`src/rtl/hazard_ctrl.sv`:
```
// Pipeline hazard sequencer: stall/flush enables, E-stage forwarding selects, memory-wait FSM with timeout.
// Outputs are combinational (zero latency); a data-memory wait freezes F/D/E/M and bubbles W until ready.
module hazard_ctrl #(
  parameter int CNT_W       = 16,
  parameter int MEM_TIMEOUT = 64,
  parameter int TIMEOUT_EN  = 1
) (
  input  logic             clk,
  input  logic             rst,
  input  logic [4:0]       RS1_D,
  input  logic [4:0]       RS2_D,
  input  logic [4:0]       RS1_E,
  input  logic [4:0]       RS2_E,
  input  logic [4:0]       RD_E,
  input  logic             RegWriteE,
  input  logic             ResultSrcE,
  input  logic             PCSrcE,
  input  logic [4:0]       RD_M,
  input  logic             RegWriteM,
  input  logic             MemReqM,
  input  logic             MemReadyM,
  input  logic [4:0]       RD_W,
  input  logic             RegWriteW,
  input  logic             clr_cnt,
  output logic             StallF,
  output logic             StallD,
  output logic             StallE,
  output logic             StallM,
  output logic             FlushD,
  output logic             FlushE,
  output logic             FlushW,
  output logic [1:0]       ForwardAE,
  output logic [1:0]       ForwardBE,
  output logic             mem_timeout,
  output logic [CNT_W-1:0] stall_cnt,
  output logic [CNT_W-1:0] flush_cnt
);

  localparam int WW = $clog2(MEM_TIMEOUT + 1);

  typedef enum logic [1:0] {RUN, MEM_WAIT, ERROR} state_t;

  state_t        state, stateNext;
  logic [WW-1:0] waitCnt, waitCntNext;
  logic          timeoutSet;
  logic          memWait;
  logic          loadUse;
  logic          branchFlush;

  assign memWait = MemReqM & ~MemReadyM;
  assign loadUse = ResultSrcE & RegWriteE & (RD_E != 5'd0) &
                   ((RD_E == RS1_D) | (RD_E == RS2_D));

  always_comb begin
    stateNext   = state;
    waitCntNext = waitCnt;
    timeoutSet  = 1'b0;
    case (state)
      RUN: begin
        if (memWait) begin
          stateNext   = MEM_WAIT;
          waitCntNext = WW'(1);
        end
      end
      MEM_WAIT: begin
        if (MemReadyM) begin
          stateNext   = RUN;
          waitCntNext = '0;
        end else if ((TIMEOUT_EN != 0) && (waitCnt == WW'(MEM_TIMEOUT - 1))) begin
          stateNext  = ERROR;
          timeoutSet = 1'b1;
        end else begin
          waitCntNext = waitCnt + WW'(1);
        end
      end
      ERROR:   stateNext = ERROR;
      default: stateNext = RUN;
    endcase
  end

  // Memory stall outranks the branch: the taken branch sits frozen in E and is honoured once memory is ready.
  always_comb begin
    StallF      = 1'b0;
    StallD      = 1'b0;
    StallE      = 1'b0;
    StallM      = 1'b0;
    FlushD      = 1'b0;
    FlushE      = 1'b0;
    FlushW      = 1'b0;
    branchFlush = 1'b0;
    if (rst) begin
      FlushD = 1'b1;
      FlushE = 1'b1;
      FlushW = 1'b1;
    end else if ((state == ERROR) || memWait) begin
      StallF = 1'b1;
      StallD = 1'b1;
      StallE = 1'b1;
      StallM = 1'b1;
      FlushW = 1'b1;
    end else if (PCSrcE) begin
      FlushD      = 1'b1;
      FlushE      = 1'b1;
      branchFlush = 1'b1;
    end else if (loadUse) begin
      StallF = 1'b1;
      StallD = 1'b1;
      FlushE = 1'b1;
    end
  end

  always_comb begin
    ForwardAE = 2'b00;
    ForwardBE = 2'b00;
    if (!rst) begin
      if (RegWriteM && (RD_M != 5'd0) && (RD_M == RS1_E))      ForwardAE = 2'b10;
      else if (RegWriteW && (RD_W != 5'd0) && (RD_W == RS1_E)) ForwardAE = 2'b01;
      if (RegWriteM && (RD_M != 5'd0) && (RD_M == RS2_E))      ForwardBE = 2'b10;
      else if (RegWriteW && (RD_W != 5'd0) && (RD_W == RS2_E)) ForwardBE = 2'b01;
    end
  end

  always_ff @(posedge clk) begin
    if (rst) begin
      state       <= RUN;
      waitCnt     <= '0;
      mem_timeout <= 1'b0;
      stall_cnt   <= '0;
      flush_cnt   <= '0;
    end else begin
      state   <= stateNext;
      waitCnt <= waitCntNext;
      if (timeoutSet) mem_timeout <= 1'b1;
      if (clr_cnt) begin
        stall_cnt <= '0;
        flush_cnt <= '0;
      end else begin
        if (StallF && (stall_cnt != '1))      stall_cnt <= stall_cnt + CNT_W'(1);
        if (branchFlush && (flush_cnt != '1)) flush_cnt <= flush_cnt + CNT_W'(1);
      end
    end
  end

endmodule

```
`config.mk`:
```
export PLATFORM = sky130hd
export DESIGN_NAME = hazard_ctrl
export DESIGN_NICKNAME = d
export VERILOG_FILES = /design/src/rtl/hazard_ctrl.sv
export SDC_FILE = /design/constraint.sdc
export NUM_CORES = 1
export LEC_CHECK = 0
export BUFFER_PORTS_ARGS = -buffer_cell sky130_fd_sc_hd__buf_2
export CAP_MARGIN = 40
export CORE_AREA = 2 2 83 85
export CTS_BUF_LIST = sky130_fd_sc_hd__clkbuf_4 sky130_fd_sc_hd__clkbuf_8
export DETAILED_ROUTE_END_ITERATION = 16
export DIE_AREA = 0 0 85 87
export PLACE_DENSITY = 0.71
export SLEW_MARGIN = 15
export SYNTH_ARGS = -nofsm -noshare
export SYNTH_HDL_FRONTEND = slang
export SYNTH_SLANG_ARGS = --single-unit
```
`constraint.sdc`:
```
create_clock -name clk -period 2 [get_ports clk]
set_input_delay 0.1 -clock clk [delete_from_list [all_inputs] [get_ports clk]]
set_output_delay 0.1 -clock clk [all_outputs]
set_load 0.01 [all_outputs]
```
==> flow_summary.yaml, run 1 <==
sta:
  fin_ws_ns: 0.1605
  min_period_over_period: 0.9198
  period_needed_ns: 1.840
  worst_pin_slew_ns: 0.5463
  maxSlewHeadroom: 0.6358
  maxSlewViolCount: 0
  rsz0062_at_grt: "no"
  tns_ns: 0
  setup_viol: 0
  hold_violations: 0
  finalClockSkew_ns: 0.007048
  fmax_mhz: 543.6
setup_path:
  startpoint_type: "register"
  path_common_cell: "or3_1"
  required_ns: 2.18
  cp.arrival_ns: 2.02
  crit_fanout: 8
  path_cells: "nand4_1 -> or3_1 -> buf_4 -> o211ai_4 -> or3_1 -> xnor2_1 -> nor2_1"
  cp_num_buf_inv: 1
  crit_path_end_kind: "register"
  cp_slowest_cell: "or3_1"
  cp_top_family: "simple AND/OR/NAND/NOR gates"
  max_stage_delay_ns: 0.41
  crit_type: "register to register"
job:
  cap_violations: 0
clocking:
  clock_sinks: 42
  htree_levels: 2
  clk_pin_slew_ns: 0.09
  cts_buffers: 5
  cts_tree: "yes"
  postCtsSetupBuffers: 0
  cts_root_buf: "clkbuf_8"
  clock_path_buffers: 2
  insertion_delay_ns: 0.30
logic_synthesis:
  yosysSeqAreaShare: 0.3293
  syn_area_mm2: 0.002554
  synth-edff-count: 0
  synth.net_count: 359
  syn_inst: 311
  synth_warnings: 0
  ys_seq_elements: 42
  syn_avg_cell_area_um2: 8.211
  async_flop_share: 0
  synthFlopType: "dfxtp_1"
  ys_types: 47
cells_and_area:
  diodes: 0
  final_nets: 456
  syn2layout_area_growth_pct: 28.66
  drive_gt1_frac: 0.3007
detailed_routing:
  vias_per_cell: 5.278
  drc_errors: 0
  vias: 2581
  wl_per_cell_um: 12.87
  drt.antenna.violating_nets: 0
  drt_iter0_drc: 137
  drt_wl_total_mm: 6.295
  drt-pass1-iter-count: 4
floorplan:
  die_h_um: 87
  die-area_mm2: 0.007395
  fp-row-count: 30
  initial_core_util: 0.3888
  die_w_um: 85
  coreArea_mm2: 0.006569
  io_pins: 89
power:
  leakagePower_uw: 0.001310
  power_density_mw_per_mm2: 579.7
  ir_drop_mv: 0.4744
placed_design:
  gp_congestion: 0.8059
  dp_hpwl_mm: 4.825
  io_buffers: 88
  place_ws_ns: 0.1271
hold_path:
  hp-class: "input port to register"
status:
  outcome: "finished clean"
global_route:
  grtUsageTotal: 0.1697
  antenna_found_initial: 0
  grt_pass1_vias: 2319
  grt_max_degree: 28
  grt_pass1_wl_mm: 10.49
  grt-ovfl-total: 0
[registers in the layout, indices dropped and copies added (netlist names)]
signal / flops
state: 2
mem_timeout: 1
stall_cnt: 16
flush_cnt: 16
waitCnt: 7
[cells in the mapped netlist (8+ instances only)]
cell	number	share of area
dfxtp_1	42	0.33
nor2_1	31	0.046
xor2_1	24	0.082
a21oi_1	20	0.039
nand2_1	20	0.029
xnor2_1	19	0.065
o21ai_0	15	0.029
or3_1	15	0.037
inv_1	14	0.021
nand3_1	14	0.027
or4_1	13	0.038
o31ai_1	8	0.024
[worst reg2reg max path, cell delays in order, from the launching register on]
cell and delay (ns):
dfxtp_1 0.39, nand4_1 0.15, or3_1 0.41, buf_4 0.17
o211ai_4 0.27, or3_1 0.17, xnor2_1 0.11, nor2_1 0.05
[area by class of cell]
type	instances	area, um^2
clock buffers	5	68.82
flip-flops and latches	42	840.8
fillers	648	3283
well taps	80	100.1
inverters	14	52.55
multi-input cells	245	1624
clock inverters	3	68.82
repair buffers	100	530.5
[power by group]
group          leakage (uW)  switching, uW  internal, uW
clock network     0.0000683            315           500
registers          0.000339           4.01           840
logic              0.000903            138           107
total               0.00131            457          1450
[placed cells by master (no fill, tap or decap), drive strengths merged, types with 2 or more instances in the layout]
cell / instances
nor3: 9
and3: 5
o41ai: 2
nand3: 14
or4: 13
or3: 15
ha: 3
and2: 2
buf: 100
clkbuf: 5
nor2: 32
a21oi: 21
dfxtp: 42
o31ai: 8
inv: 14
and2b: 2
bufinv: 2
and4: 2
nor4: 7
xor2: 24
xnor2: 19
nand2: 21
o2111ai: 2
nand4: 6
mux2i: 5
o21ai: 17
nor2b: 2
[logic make-up after synthesis]
group	after synthesis	synth area share
xor gates and xnor gates	43	0.1475
DFF	42	0.3293
buffers and inverters	24	0.04360
muxes	5	0.01960
and+or+nand+nor	134	0.2901
AOI/OAI and AO/OA	60	0.1553
adders and majority gates	3	0.01470
[stage by stage]
step	cells	hold WS, ns	utilization	power [uW]	instance area, um^2
after floorplan	311	0.2734	-	1008	2554
after global placement	481	0.4140	0.4758	1103	3126
after detailed placement	481	0.4193	0.4758	1110	3126
after CTS	489	0.1034	0.4968	1920	3263
after global routing	489	0.1148	0.5002	1987	3286
final	489	0.1069	0.5002	1905	3286
[per-layer routing]
metal / global-route usage / part of all wire
met4: 0.04473 / 0.0084
met5: 0 / 0
met3: 0.04076 / 0.068
met2: 0.2841 / 0.48
met1: 0.2195 / 0.44
[final timing paths]
path,cells after the start,start,end,slack [ns]
setup / recovery,7,flush_cnt[8],flush_cnt[14],0.16
hold / removal,3,clr_cnt,stall_cnt[5],0.11
setup reg to reg,7,flush_cnt[8],flush_cnt[14],0.16
hold reg to reg,2,waitCnt[6],waitCnt[6],0.43
[what timing repair did]
| action | in CTS | in global routing |
|---|---|---|
| setup endpoints to repair | 0 | 12 |
| hold buffers | 0 | 0 |
| endpoints found under the hold margin | 0 | 0 |
| resized for setup | 0 | 4 |
Power figures use the tool's default switching activity.
==> run 2, diff against run 1 <==
--- a/config.mk
+++ b/config.mk
@@ -7,11 +7,13 @@
 export LEC_CHECK = 0
 export BUFFER_PORTS_ARGS = -buffer_cell sky130_fd_sc_hd__buf_2
 export CAP_MARGIN = 40
-export CORE_AREA = 2 2 83 85
+export CELL_PAD_IN_SITES_DETAIL_PLACEMENT = 1
+export CELL_PAD_IN_SITES_GLOBAL_PLACEMENT = 1
+export CORE_AREA = 2 2 87 89
 export CTS_BUF_LIST = sky130_fd_sc_hd__clkbuf_4 sky130_fd_sc_hd__clkbuf_8
 export DETAILED_ROUTE_END_ITERATION = 16
-export DIE_AREA = 0 0 85 87
-export PLACE_DENSITY = 0.71
+export DIE_AREA = 0 0 89 91
+export PLACE_DENSITY = 0.86
 export SLEW_MARGIN = 15
 export SYNTH_ARGS = -nofsm -noshare
 export SYNTH_HDL_FRONTEND = slang
==> run 2 against run 1 <==
Sequential share of layout area fell by 0.15 points. Final cell count up 3.9%. Power up 1.9%. Die area grew 9.5%. First-iteration DRC count down 54%. Wire length up 18%. Sequential power is essentially flat. Hold slack better by 0.011 ns. Critical path depth is 1 lower. Flip-flop and latch count is the same. Maximum frequency is 0.62% lower. Count of clock-buffer cells in the layout is 1 higher. Critical endpoint is now stall_cnt[3]. Largest cell class unchanged.
==> flow_summary.yaml, run 2 (same netlist as run 1, synthesis figures left out) <==
status:
  outcome: "finished clean"
global_route:
  grt_pass1_vias: 2724
  met1_usage: 0.2152
  use_met2: 0.3308
  antenna_found_initial: 0
  grt_pass1_wl_mm: 12.19
  use_met3: 0.04000
  grt-ovfl-total: 0
  grt_max_degree: 28
  top_usage_layer: "met2"
  grtUsageTotal: 0.1844
sta:
  worst_pin_slew_ns: 0.5743
  finalClockSkew_ns: 0.01159
  fmax_mhz: 540.3
  maxSlewHeadroom: 0.6171
  period_needed_ns: 1.851
  hold_violations: 0
  worst_hold_slack_ns: 0.1175
  min_period_over_period: 0.9255
  setup_viol: 0
  tns_ns: 0
  rsz0062_at_grt: "no"
  maxSlewViolCount: 0
cells_and_area:
  syn2layout_area_growth_pct: 29.45
  ff_latch_area_um2: 840.8
  fillers: 929
  finish.instance_area_mm2: 0.003306
  layout_common_cells: "88 x buf_2, 42 x dfxtp_1, 30 x nor2_1"
  multiInputGateArea_mm2: 0.001615
  mostFrequentLayoutCell: "buf_2"
  reg_top3: "flush_cnt: 16 flops, stall_cnt: 16 flops, waitCnt: 7 flops"
  final-instance-count-excl-fill: 508
  final_nets: 456
  diodes: 0
  drive_gt1_frac: 0.3007
  final_util: 0.4632
clocking:
  clock_sinks: 42
  cts_hold_buf: 0
  cts_buffers: 5
  clock_path_buffers: 2
  cts_tree: "yes"
  clk_pin_slew_ns: 0.09
  insertion_delay_ns: 0.30
  htree_levels: 2
  cts_root_buf: "clkbuf_8"
setup_path:
  crit_path_end_kind: "register"
  required_ns: 2.23
  crit_fanout: 21
  startpoint_type: "register"
  cp.arrival_ns: 2.08
  crit_type: "register to register"
floorplan:
  io_pins: 89
  die-area_mm2: 0.008099
  die_w_um: 89
  die_h_um: 91
  fp-row-count: 31
  initial_core_util: 0.3578
  coreArea_mm2: 0.007137
detailed_routing:
  vias_per_cell: 5.217
  drt-pass1-iter-count: 4
  drc_errors: 0
  wl_per_cell_um: 14.60
  drt_iter0_drc: 63
  drt_wl_total_mm: 7.419
  drt.antenna.violating_nets: 0
  vias: 2650
power:
  ir_drop_mv: 0.2520
  leakagePower_uw: 0.001312
  power_density_mw_per_mm2: 587.2
placed_design:
  dpl-instance-area_mm2: 0.003142
  dp.cells: 499
  dp_hpwl_mm: 5.857
  gp_congestion: 0.7909
  io_buffers: 88
job:
  cap_violations: 0
hold_path:
  hp-class: "input port to register"
run 2: per-layer routing:
layer / wire, um / part of all wire / vias to the layer above
met5: 0 / 0 / -
li1: - / - / 1313
met4: 128 / 0.017 / 0
met1: 3079 / 0.42 / 1257
met2: 3784 / 0.51 / 67
met3: 427 / 0.058 / 13
run 2: worst max-delay path: stages, from the launching register on:
cell and delay [ns]:
dfxtp_1 0.32, and2b_4 0.28, nor2_2 0.07, a21oi_4 0.27
nand2_4 0.19, or4_1 0.50, a21oi_1 0.15
run 2: timing repair:
| action | 4_1_cts | 5_1_grt |
|---|---|---|
| resized for setup | 0 | 3 |
| setup endpoints to repair | 0 | 15 |
| setup buffers | 0 | 1 |
run 2: cell type report:
type,instances,share of cell area
multi-input combinational,245,0.4886
timing repair buffer,100,0.1605
tap,99,0.03747
sequential,42,0.2544
clock buffer,6,0.02498
inverter,14,0.01590
clock inverter,2,0.01817
run 2: path summary, 6_finish.rpt:
check / startpoint / to / slack (ns) / depth (start not counted)
worst max-delay path: state[0] / stall_cnt[3] / 0.15 / 6
worst min-delay path: rst / mem_timeout / 0.12 / 2
worst max register to register: state[0] / stall_cnt[3] / 0.15 / 6
worst min register to register: mem_timeout / mem_timeout / 0.45 / 2
run 2: stage by stage:
stage	total power [uW]	worst slack [ns]
finish	1941	0.1490
global route	2019	0.005696
CTS	1970	0.02139
detailed placement	1117	0.05128
global placement	1106	0.1013
floorplan	1008	0.2140
run 2: report_power, final:
| part | switching (uW) | internal (uW) |
|---|---|---|
| clock | 311 | 533 |
| sequential | 4.43 | 840 |
| combinational | 145 | 107 |
